<file path="config.mk">
export PLATFORM = sky130hd
export DESIGN_NAME = ucount_capture
export DESIGN_NICKNAME = d
export VERILOG_FILES = /design/src/rtl/ucount_capture.sv
export SDC_FILE = /design/constraint.sdc
export NUM_CORES = 1
export LEC_CHECK = 0
export BUFFER_PORTS_ARGS = -buffer_cell sky130_fd_sc_hd__buf_2
export CAP_MARGIN = 25
export CORE_ASPECT_RATIO = 1.1
export CORE_MARGIN = 2
export CORE_UTILIZATION = 55
export DETAILED_ROUTE_END_ITERATION = 10
export GPL_TIMING_DRIVEN = 1
export PLACE_DENSITY = 0.85
export SETUP_SLACK_MARGIN = 0.05
export SYNTH_ARGS = -nofsm -noshare
export SYNTH_HDL_FRONTEND = slang
export SYNTH_SLANG_ARGS = --single-unit
</file>
<file path="constraint.sdc">
create_clock -name clk -period 3 [get_ports clk]
set_input_delay 0.6 -clock clk [delete_from_list [all_inputs] [get_ports clk]]
set_output_delay 0.6 -clock clk [all_outputs]
set_load 0.01 [all_outputs]
</file>
<file path="src/rtl/ucount_capture.sv">
// ucount_capture: event capture stage behind an 8-bit up/down counter.
// Detects compare matches, overflow rising edges and explicit capture
// requests. Queues one {source, dcount} entry per cycle into a small FIFO
// and keeps a saturating overflow counter.
//
// Ports:
//   clk        rising-edge clock
//   reset      synchronous active-high reset
//   dcount     upstream counter value (unsigned)
//   overflow   upstream overflow flag
//   cmp_val    compare value
//   cmp_en     compare enable
//   capture    capture request, one event per high cycle
//   ovf_clr    clears ovf_cnt / ovf_sticky
//   out_ready  consumer ready
//   out_valid  FIFO head valid
//   out_data   dcount captured at the FIFO head
//   out_src    head source: 00 capture, 01 compare match, 10 overflow rise
//   match      one-cycle compare-match pulse
//   ovf_cnt    saturating overflow-rise count
//   ovf_sticky set on any overflow rise
//   dropped    sticky lost-event flag, cleared only by reset
module ucount_capture #(
  parameter int unsigned DEPTH = 4
) (
  input  logic       clk,
  input  logic       reset,
  input  logic [7:0] dcount,
  input  logic       overflow,
  input  logic [7:0] cmp_val,
  input  logic       cmp_en,
  input  logic       capture,
  input  logic       ovf_clr,
  input  logic       out_ready,
  output logic       out_valid,
  output logic [7:0] out_data,
  output logic [1:0] out_src,
  output logic       match,
  output logic [7:0] ovf_cnt,
  output logic       ovf_sticky,
  output logic       dropped
);

  localparam int unsigned AW = (DEPTH > 1) ? $clog2(DEPTH) : 1;
  localparam logic [AW:0]   FULL_CNT = (AW+1)'(DEPTH);
  localparam logic [AW:0]   CNT_ONE  = (AW+1)'(1);
  localparam logic [AW-1:0] PTR_ONE  = AW'(1);

  localparam logic [1:0] SRC_CAPTURE = 2'b00;
  localparam logic [1:0] SRC_MATCH   = 2'b01;
  localparam logic [1:0] SRC_OVF     = 2'b10;

  logic [9:0]    mem [DEPTH];
  logic [AW-1:0] wr_ptr, rd_ptr;
  logic [AW:0]   count;

  logic eq, eq_q, ovf_q;
  logic m_ev, o_ev, c_ev;
  logic full, empty, pop, push_req, push, multi, lost;
  logic [1:0] push_src;

  always_comb begin
    eq       = cmp_en & (dcount == cmp_val);
    m_ev     = eq & ~eq_q;
    o_ev     = overflow & ~ovf_q;
    c_ev     = capture;
    full     = (count == FULL_CNT);
    empty    = (count == '0);
    pop      = ~empty & out_ready;
    push_req = o_ev | m_ev | c_ev;
    // A full FIFO still accepts a push when the head leaves in the same cycle.
    push     = push_req & (~full | pop);
    multi    = (o_ev & m_ev) | (o_ev & c_ev) | (m_ev & c_ev);
    lost     = multi | (push_req & full & ~pop);
    push_src = SRC_CAPTURE;
    if (o_ev)      push_src = SRC_OVF;
    else if (m_ev) push_src = SRC_MATCH;
  end

  always_comb begin
    out_valid = ~empty;
    out_data  = '0;
    out_src   = '0;
    if (!empty) begin
      out_data = mem[rd_ptr][7:0];
      out_src  = mem[rd_ptr][9:8];
    end
  end

  // Edge-detect history loads during reset as well, so levels already high
  // at release are not seen as new events.
  always_ff @(posedge clk) begin
    eq_q  <= eq;
    ovf_q <= overflow;
  end

  always_ff @(posedge clk) begin
    if (!reset && push) mem[wr_ptr] <= {push_src, dcount};
  end

  always_ff @(posedge clk) begin
    if (reset) begin
      wr_ptr     <= '0;
      rd_ptr     <= '0;
      count      <= '0;
      match      <= 1'b0;
      ovf_cnt    <= '0;
      ovf_sticky <= 1'b0;
      dropped    <= 1'b0;
    end else begin
      match <= m_ev;
      if (push) wr_ptr <= wr_ptr + PTR_ONE;
      if (pop)  rd_ptr <= rd_ptr + PTR_ONE;
      case ({push, pop})
        2'b10:   count <= count + CNT_ONE;
        2'b01:   count <= count - CNT_ONE;
        default: count <= count;
      endcase
      // A rise coinciding with a clear counts as the first event after it.
      if (ovf_clr) begin
        ovf_cnt    <= o_ev ? 8'd1 : 8'd0;
        ovf_sticky <= o_ev;
      end else if (o_ev) begin
        ovf_sticky <= 1'b1;
        if (ovf_cnt != 8'hFF) ovf_cnt <= ovf_cnt + 8'd1;
      end
      if (lost) dropped <= 1'b1;
    end
  end

endmodule

</file>
==> Yosys cells after proc, flatten, opt, wreduce, memory -nomap -nowiden <==
Memories as Yosys holds them, arrays and structs flattened. A register that Yosys moved wholly into a read port is not among the register bits.
Cells that the tools add are included.
{ "totals": {"ff_bits": 20, "ram_bits": 40, "inputBits": 23, "out_inout_bits": 22, "mem_count": 1} }
{ "classes": {"add_sub_neg": 5, "eq_ne": 5, "muxes": 15, "bitwise_logic": 21, "reduce_logical": 7} }
{ "mem_list": {"columns": ["memory", "depth", "width", "read_ports", "rd_ports_with_merged_regs", "write_ports", "line_no", "rtl"], "rows": [
  ["mem", 4, 10, 1, 1, 1, "53", "logic [9:0] mem [DEPTH];"]
]} }
{ "op_table": {"columns": ["operator", "count"], "rows": [
  ["$mux W8", 4],
  ["$and A1 B1 Y1", 10],
  ["$add A8 B1 Y8 const B", 1],
  ["$eq A8 B8 Y1", 1],
  ["$mux W2", 4],
  ["$ne A8 B8 Y1 const B", 1],
  ["$mux W1", 6],
  ["$or A1 B1 Y1", 6],
  ["$pmux W3 S2", 1],
  ["$reduce_bool A2 Y1", 3],
  ["$not A1 Y1", 5],
  ["$add A2 B1 Y2 const B", 2],
  ["$add A3 B1 Y3 const B", 1],
  ["$eq A3 B3 Y1 const B", 1],
  ["$logic_not A3 Y1", 1],
  ["$sub A3 B1 Y3 const B", 1],
  ["$eq A2 B1 Y1 const B", 1],
  ["$eq A2 B2 Y1 const B", 1],
  ["$reduce_and A2 Y1", 1],
  ["$logic_and A1 B1 Y1", 1],
  ["$logic_not A1 Y1", 1]
]} }

==> Depth between registers and ports, before layout <==
Gate-level depths: netlist of run 1.
{ "depth": {"depth_word": 9, "mapped_depth": 9} }

==> Worst setup path after synthesis of run 1 <==
OpenSTA, ideal clock, no wires.
{ "synth_timing": {"path_kind": "input to register", "startpoint": "input port cmp_val[2]", "endpoint": "memory mem[2][0], enable pin", "arrival_time_ps": 2296, "slack_ps": 312, "path_stages": 6, "path_cell_list": "xor2_1 nor3_1 nand4bb_1 buf_2 a21o_1 nor3b_1"} }
{ "synth_between": {"elab_chain_len": 9} }
{ "synth_rtl": {"columns": ["element", "line_no", "rtl"], "rows": [
  ["from (decl)", "30", "input logic [7:0] cmp_val,"],
  ["$eq A8 B8 Y1", "63", "eq = cmp_en & (dcount == cmp_val);"],
  ["$and A1 B1 Y1", "63", null],
  ["$and A1 B1 Y1", "64", "m_ev = eq & ~eq_q;"],
  ["$or A1 B1 Y1 (2 in a row)", "70", "push_req = o_ev | m_ev | c_ev;"],
  ["$and A1 B1 Y1", "72", "push = push_req & (~full | pop);"],
  ["$logic_and A1 B1 Y1", "98", "if (!reset && push) mem[wr_ptr] <= {push_src, dcount};"],
  ["$mux W1", "98", null],
  ["$mux W1 (not written as such)", "98", null],
  ["to (decl)", "53", null]
]} }
No other way between the ends.

==> results of run 1 <==
placed cells by master (no fill, tap or decap), types with 2 or more instances in the layout:
master / synthesis / routed
buf_4: 0 / 8
clkbuf_8: 0 / 9
clkinv_4: 0 / 2
nor2_1: 20 / 20
nor3_1: 3 / 3
a21oi_1: 5 / 5
xnor2_1: 7 / 7
nor3b_1: 4 / 4
bufinv_16: 0 / 2
buf_2: 4 / 44
edfxtp_1: 40 / 40
nand2_1: 7 / 7
and4_1: 3 / 3
ha_1: 5 / 5
and2_1: 10 / 10
inv_1: 7 / 7
xor2_1: 7 / 7
or3_1: 2 / 2
dfxtp_1: 22 / 22
mux2i_1: 3 / 3
mux4_2: 10 / 10
o21ai_0: 2 / 2
sequential cells by signal, summed over array words and instances, names as in the netlist, named ones only:
signal / flops
count: 3
match: 1
dropped: 1
mem: 40
wr_ptr: 2
ovf_q: 1
ovf_cnt: 8
eq_q: 1
ovf_sticky: 1
rd_ptr: 2
synth_stat cells (2+ instances only):
cell,count,area share [%]
nor3_1,3,0.56
mux2i_1,3,1.1
o21ai_0,2,0.37
a21oi_1,5,0.93
or3_1,2,0.47
ha_1,5,2.3
edfxtp_1,40,45
nand2_1,7,0.98
dfxtp_1,22,16
clkbuf_1,3,0.42
xor2_1,7,2.3
mux4_2,10,8.4
nor3b_1,4,1.1
xnor2_1,7,2.3
nor2_1,20,2.8
and4_1,3,0.98
and2_1,10,2.3
inv_1,7,0.98
buf_2,4,0.75
metrics by stage:
step / setup slack (ns) / util [%] / instance area (sq um) / std cells / hold slack (ns)
2_1_floorplan: 0.312 / - / 2680 / 189 / 0.485
3_3_place_gp: 0.587 / 63.8 / 2990 / 288 / 0.451
3_5_place_dp: 0.525 / 63.8 / 2990 / 288 / 0.463
4_1_cts: 0.614 / 68.5 / 3210 / 304 / 0.371
5_1_grt: 0.576 / 68.5 / 3210 / 304 / 0.380
6_report: 0.652 / 68.5 / 3210 / 304 / 0.382
path summary, 6_finish.rpt:
kind / startpoint / endpoint / slack, ns / cells after the start
worst max-delay path: flip-flop / out_data[1] / 0.65 / 4
worst min-delay path: overflow / ovf_q / 0.38 / 1
worst max register to register: count[0] / count[1] / 0.88 / 5
worst min register to register: dropped / dropped / 0.47 / 2
final cells by class:
class / instances / area share [%]
Sequential cell: 62 / 51.1
Clock buffer: 9 / 3.86
Inverter: 7 / 0.819
Tap cell: 56 / 2.18
Multi-Input combinational cell: 111 / 30.2
Timing Repair Buffer: 52 / 8.73
Clock inverter: 7 / 3.04
layer usage:
metal / track usage [%] / vias up
met1: 23.4 / 829
met4: 6.98 / 0
met5: 0 / -
met3: 6.70 / 8
li1: - / 802
met2: 37.5 / 43
cell families after synthesis:
logic type | count (synthesis)
mux | 14
buf+inv | 16
fa+ha+maj | 7
flops | 62
compound gates | 18
xor+xnor | 14
simple gates | 58
report_power, final:
group,internal (mW),switching (mW)
clock,0.470,0.331
sequential,0.977,0.0485
combinational,0.268,0.271
==> results.txt, run 1 <==
Synth Area in Compound Gates: 5.64%
Detail Route Antenna Nets: 0
WL per Instance: 17.0 um
CP max stage cell: mux4_2
CTS tree: done
clk slew on worst S/H paths: 0.07 ns
# Max-Cap Violations: 0
largest family of logic cells by synthesized area: simple AND/OR/NAND/NOR gates
Die Footprint: 5460 sq um
vias: 1682
Unique masters post-synth: 44
# rows: 26
outcome: complete, no violations
htree depth: 3
# diodes: 0
hpwl dp: 3540 um
GRT overflow: 0
Post-CTS Setup Bufs: 0
Seq cells post-synth: 62
Fin. Hold Viols: 0
Cell Chain, Critical Path: buf_4 -> mux4_2 -> and2_1 -> buf_2
Crit. End Element: output pin
# resized after CTS: 0
post-synthesis sequential area ratio: 61.2%
Post-synth EDFFs: 40
Syn. warnings: 0
Top FF cell, synth: edfxtp_1
initial antenna violation count: 0
Worst EP required: 2.40 ns
Avg Inst Size Synth: 14.2 sq um
Final setup viols: 0
highest routing layer actually used: met4
CP bufs+invs: 2
routed wl met3: 243 um
final wirelength: 5160 um
fill cell count: 333
RSZ-0062 raised after global routing: false
crit start category: flip-flop
Post-Synth Adder-Cell Area: 3.45%
met2 wire len: 2840 um
Nets: 272
Clock Skews: 0.00711 ns
crit path kind: reg2out
initial drt markers: 102
crit path max fanout: 10
CP max stage delay: 0.53 ns
Sum Neg Setup Slack: 0 ns
Core Region: 4680 sq um
I/O pin count: 45
TritonCTS Buffers: 9
worst rel slew slack: 63.7%
Async S/R FF share, synth: 0%
Synth Area in Simple Gates: 12.5%
first drt pass iteration count: 4
leakage power: 1.20 nW
Slew Viols, Final: 0
Via density: 5.53
final total power: 2.37 mW
final period utilization: 78.3%
Final min period: 2.35 ns
routed length on met1: 2010 um
Die Y: 77.3 um
Synth Instances: 189
I/O Buffers: 44
first-pass GRT wire length: 8540 um
Post-Syn Area: 2680 sq um
# clock sinks: 62
Starting Density: 57.3%
share of cells above drive strength 1: 34.3%
worst skew pair latency: 0.34 ns
arrival time worst endpoint: 1.75 ns
worst slew pin tran: 0.544 ns
Post-route DRC: 0
PwrDens: 737 nW/um^2
Hold Buf Count CTS: 0
Top delay family on crit path: multiplexers
RePlAce Congestion: 0.710
CTS max path bufs: 2
all-layer global routing usage: 20.9%
Die X: 70.6 um
worst hold path class: in2reg
XOR/XNOR Fraction of Synth Area: 4.57%
vias in the first global route: 1732
register area: 1640 sq um
largest net degree at the start of global routing: 19
maximum VDD drop: 382 uV
Fmax: 426 MHz
Multi-input gate area: 970 sq um
mux contribution to synthesized area: 9.93%
Root Buffer: clkbuf_8
Mapped Nets: 218
synth-to-layout area growth: 19.6%
Power figures use the tool's default switching activity.
==> inputs of run 2 (changes only) <==
--- a/config.mk
+++ b/config.mk
@@ -9,10 +9,10 @@
 export CAP_MARGIN = 25
 export CORE_ASPECT_RATIO = 1.1
 export CORE_MARGIN = 2
-export CORE_UTILIZATION = 55
+export CORE_UTILIZATION = 50
 export DETAILED_ROUTE_END_ITERATION = 10
 export GPL_TIMING_DRIVEN = 1
-export PLACE_DENSITY = 0.85
+export PLACE_DENSITY = 0.82
 export SETUP_SLACK_MARGIN = 0.05
 export SYNTH_ARGS = -nofsm -noshare
 export SYNTH_HDL_FRONTEND = slang
==> constraint.sdc (replaced) <==
create_clock -name clk -period 2 [get_ports clk]
set_input_delay 0.4 -clock clk [delete_from_list [all_inputs] [get_ports clk]]
set_output_delay 0.4 -clock clk [all_outputs]
set_load 0.01 [all_outputs]
==> run 2 against run 1 <==
Against the previous run: the flow now finishes with violations (negative setup slack); power rose by 49%; worst setup slack got worse by 0.68 ns; combinational power rose by 100%; via count rose by 1.3%; first-iteration DRC count fell by 12%; routed wire length fell by 1.7%; global-route usage fell by 1.2 points.
==> results.txt, run 2 (synthesis gave the netlist of run 1 again) <==
first drt pass iteration count: 4
fill cell count: 348
r2r startpoint: count[0]
Crit. path cell count: 4
I/O Buffers: 44
largest reg by FF count: mem
Via density: 5.12
internal power: 2.55 mW
# Max-Cap Violations: 0
CP bufs+invs: 2
RePlAce Congestion: 0.810
vias: 1704
final wirelength: 5070 um
Sw Pwr: 981 uW
maximum VDD drop: 427 uV
clk slew on worst S/H paths: 0.06 ns
RSZ-0062 raised after global routing: true
Nets: 285
synth-to-layout area growth: 29.9%
arrival time worst endpoint: 1.63 ns
Final setup viols: 3
Die X: 73.9 um
worst slew pin tran: 0.454 ns
Fin. Hold Viols: 0
Starting Density: 52.6%
Post-route DRC: 0
Seq pwr share: 44.2%
largest net degree at the start of global routing: 19
I/O pin count: 45
Top delay family on crit path: multiplexers
initial antenna violation count: 0
final worst slack: -0.0295 ns
hold path depth: 1
biggest regs: mem: 40 flops, ovf_cnt: 8 flops, count: 3 flops
crit path max fanout: 5
Detail Route Antenna Nets: 0
number of flip-flops in the largest register: 40
placed cell areas: 3220 sq um
Die Footprint: 5970 sq um
Fmax: 493 MHz
Hold Buf Count CTS: 0
Cell Chain, Critical Path: buf_12 -> mux4_2 -> and2_1 -> buf_2
Clock Skews: 0.00580 ns
WL per Instance: 15.2 um
r2r worst-path depth: 5
most frequent cells in the layout: edfxtp_1, buf_2, nor2_1
initial drt markers: 90
outcome: complete, but fails checks
switching share of power: 27.8%
CP max stage cell: mux4_2
htree depth: 3
# clock sinks: 62
worst skew pair latency: 0.33 ns
CP Capture Point: out_data[1]
# diodes: 0
failing checks: negative setup slack
share of cells above drive strength 1: 44.1%
# rows: 27
all-layer global routing usage: 19.7%
CTS tree: done
crit start category: flip-flop
Core Region: 5100 sq um
worst slack, placed: -0.333 ns
GRT overflow: 0
Worst EP required: 1.60 ns
Root Buffer: clkbuf_8
worst rel slew slack: 69.6%
first-pass GRT wire length: 8470 um
Die Y: 80.8 um
Crit. End Element: output pin
Crit Reg-Reg Endpoint: count[1]
crit path kind: reg2out
most common cell after layout, fill and taps aside: edfxtp_1
Fin Hold WS: 0.180 ns
CTS max path bufs: 2
hpwl dp: 3520 um
vias in the first global route: 1737
cell area after layout: 3490 sq um
combinational fraction of design power: 30.5%
Final min period: 2.03 ns
Slew Viols, Final: 0
CP max stage delay: 0.50 ns
worst hold path class: in2reg
Post-CTS Setup Bufs: 0
final period utilization: 101%
Reg2Reg Setup Slack: 0.13 ns
TritonCTS Buffers: 9
part of the power in the clock network: 25.3%
leakage power: 1.30 nW
PwrDens: 1010 nW/um^2
## run 2: cell types whose count changed in the layout (fill, tap and decap cells not counted), sizes merged
cell    previous run  this run
buf               52        65
clkbuf             9        11
clkinv             3         4
bufinv             2         0
inv                8         7
## run 2: worst reg2reg max path: cells and delay by family (launching register included)
kind	cells	cell delay, ns
compound gates	1	0.25
fa+ha+maj	1	0.45
flops	1	0.35
simple gates	3	0.73
## run 2: repair_timing
item	in CTS	in global routing
endpoints found under the setup margin	11	12
resized for setup	11	9
pin swaps	7	2
gates cloned	1	0
## run 2: layout make-up
type / instances / area, sq um / area share, %
Multi-Input combinational cell: 111 / 1060 / 30.5
Sequential cell: 62 / 1650 / 47.3
Inverter: 7 / 26.3 / 0.754
Tap cell: 72 / 90.1 / 2.58
Timing Repair Buffer: 65 / 498 / 14.3
Clock inverter: 5 / 26.3 / 0.754
Clock buffer: 11 / 131 / 3.77
## run 2: worst min-delay path by stage
stage / start / slack (ns) / endpoint
6_report: overflow / 0.18 / ovf_q
3_5_place_dp: dropped / 0.47 / dropped
5_1_grt: overflow / 0.17 / ovf_q
3_3_place_gp: dropped / 0.46 / dropped
4_1_cts: overflow / 0.17 / ovf_q
2_1_floorplan: overflow / 0.43 / ovf_q
## run 2: stage by stage
stage	power (mW)	cells	util, %	setup TNS, ns
global placement	2.45	316	63.2	-6.12
CTS	3.49	333	67.7	-0.330
finish	3.53	333	68.3	-0.0613
floorplan	2.15	189	-	-0.226
detailed placement	2.48	316	63.2	-12.16
global route	3.71	333	68.3	-0.555
## run 2: power groups by stage
stage	Combinational [mW]	Sequential [mW]	Clock [mW]
3_3_place_gp	0.887	1.56	0
6_report	1.08	1.56	0.892
5_1_grt	1.17	1.57	0.969
4_1_cts	1.02	1.56	0.911
2_1_floorplan	0.615	1.54	0
3_5_place_dp	0.909	1.57	0
## run 2: layer usage
layer,GRT usage [%],wire length (um)
met1,23.7,2190
met2,32.9,2560
met3,5.58,229
met4,8.73,97
met5,0,0
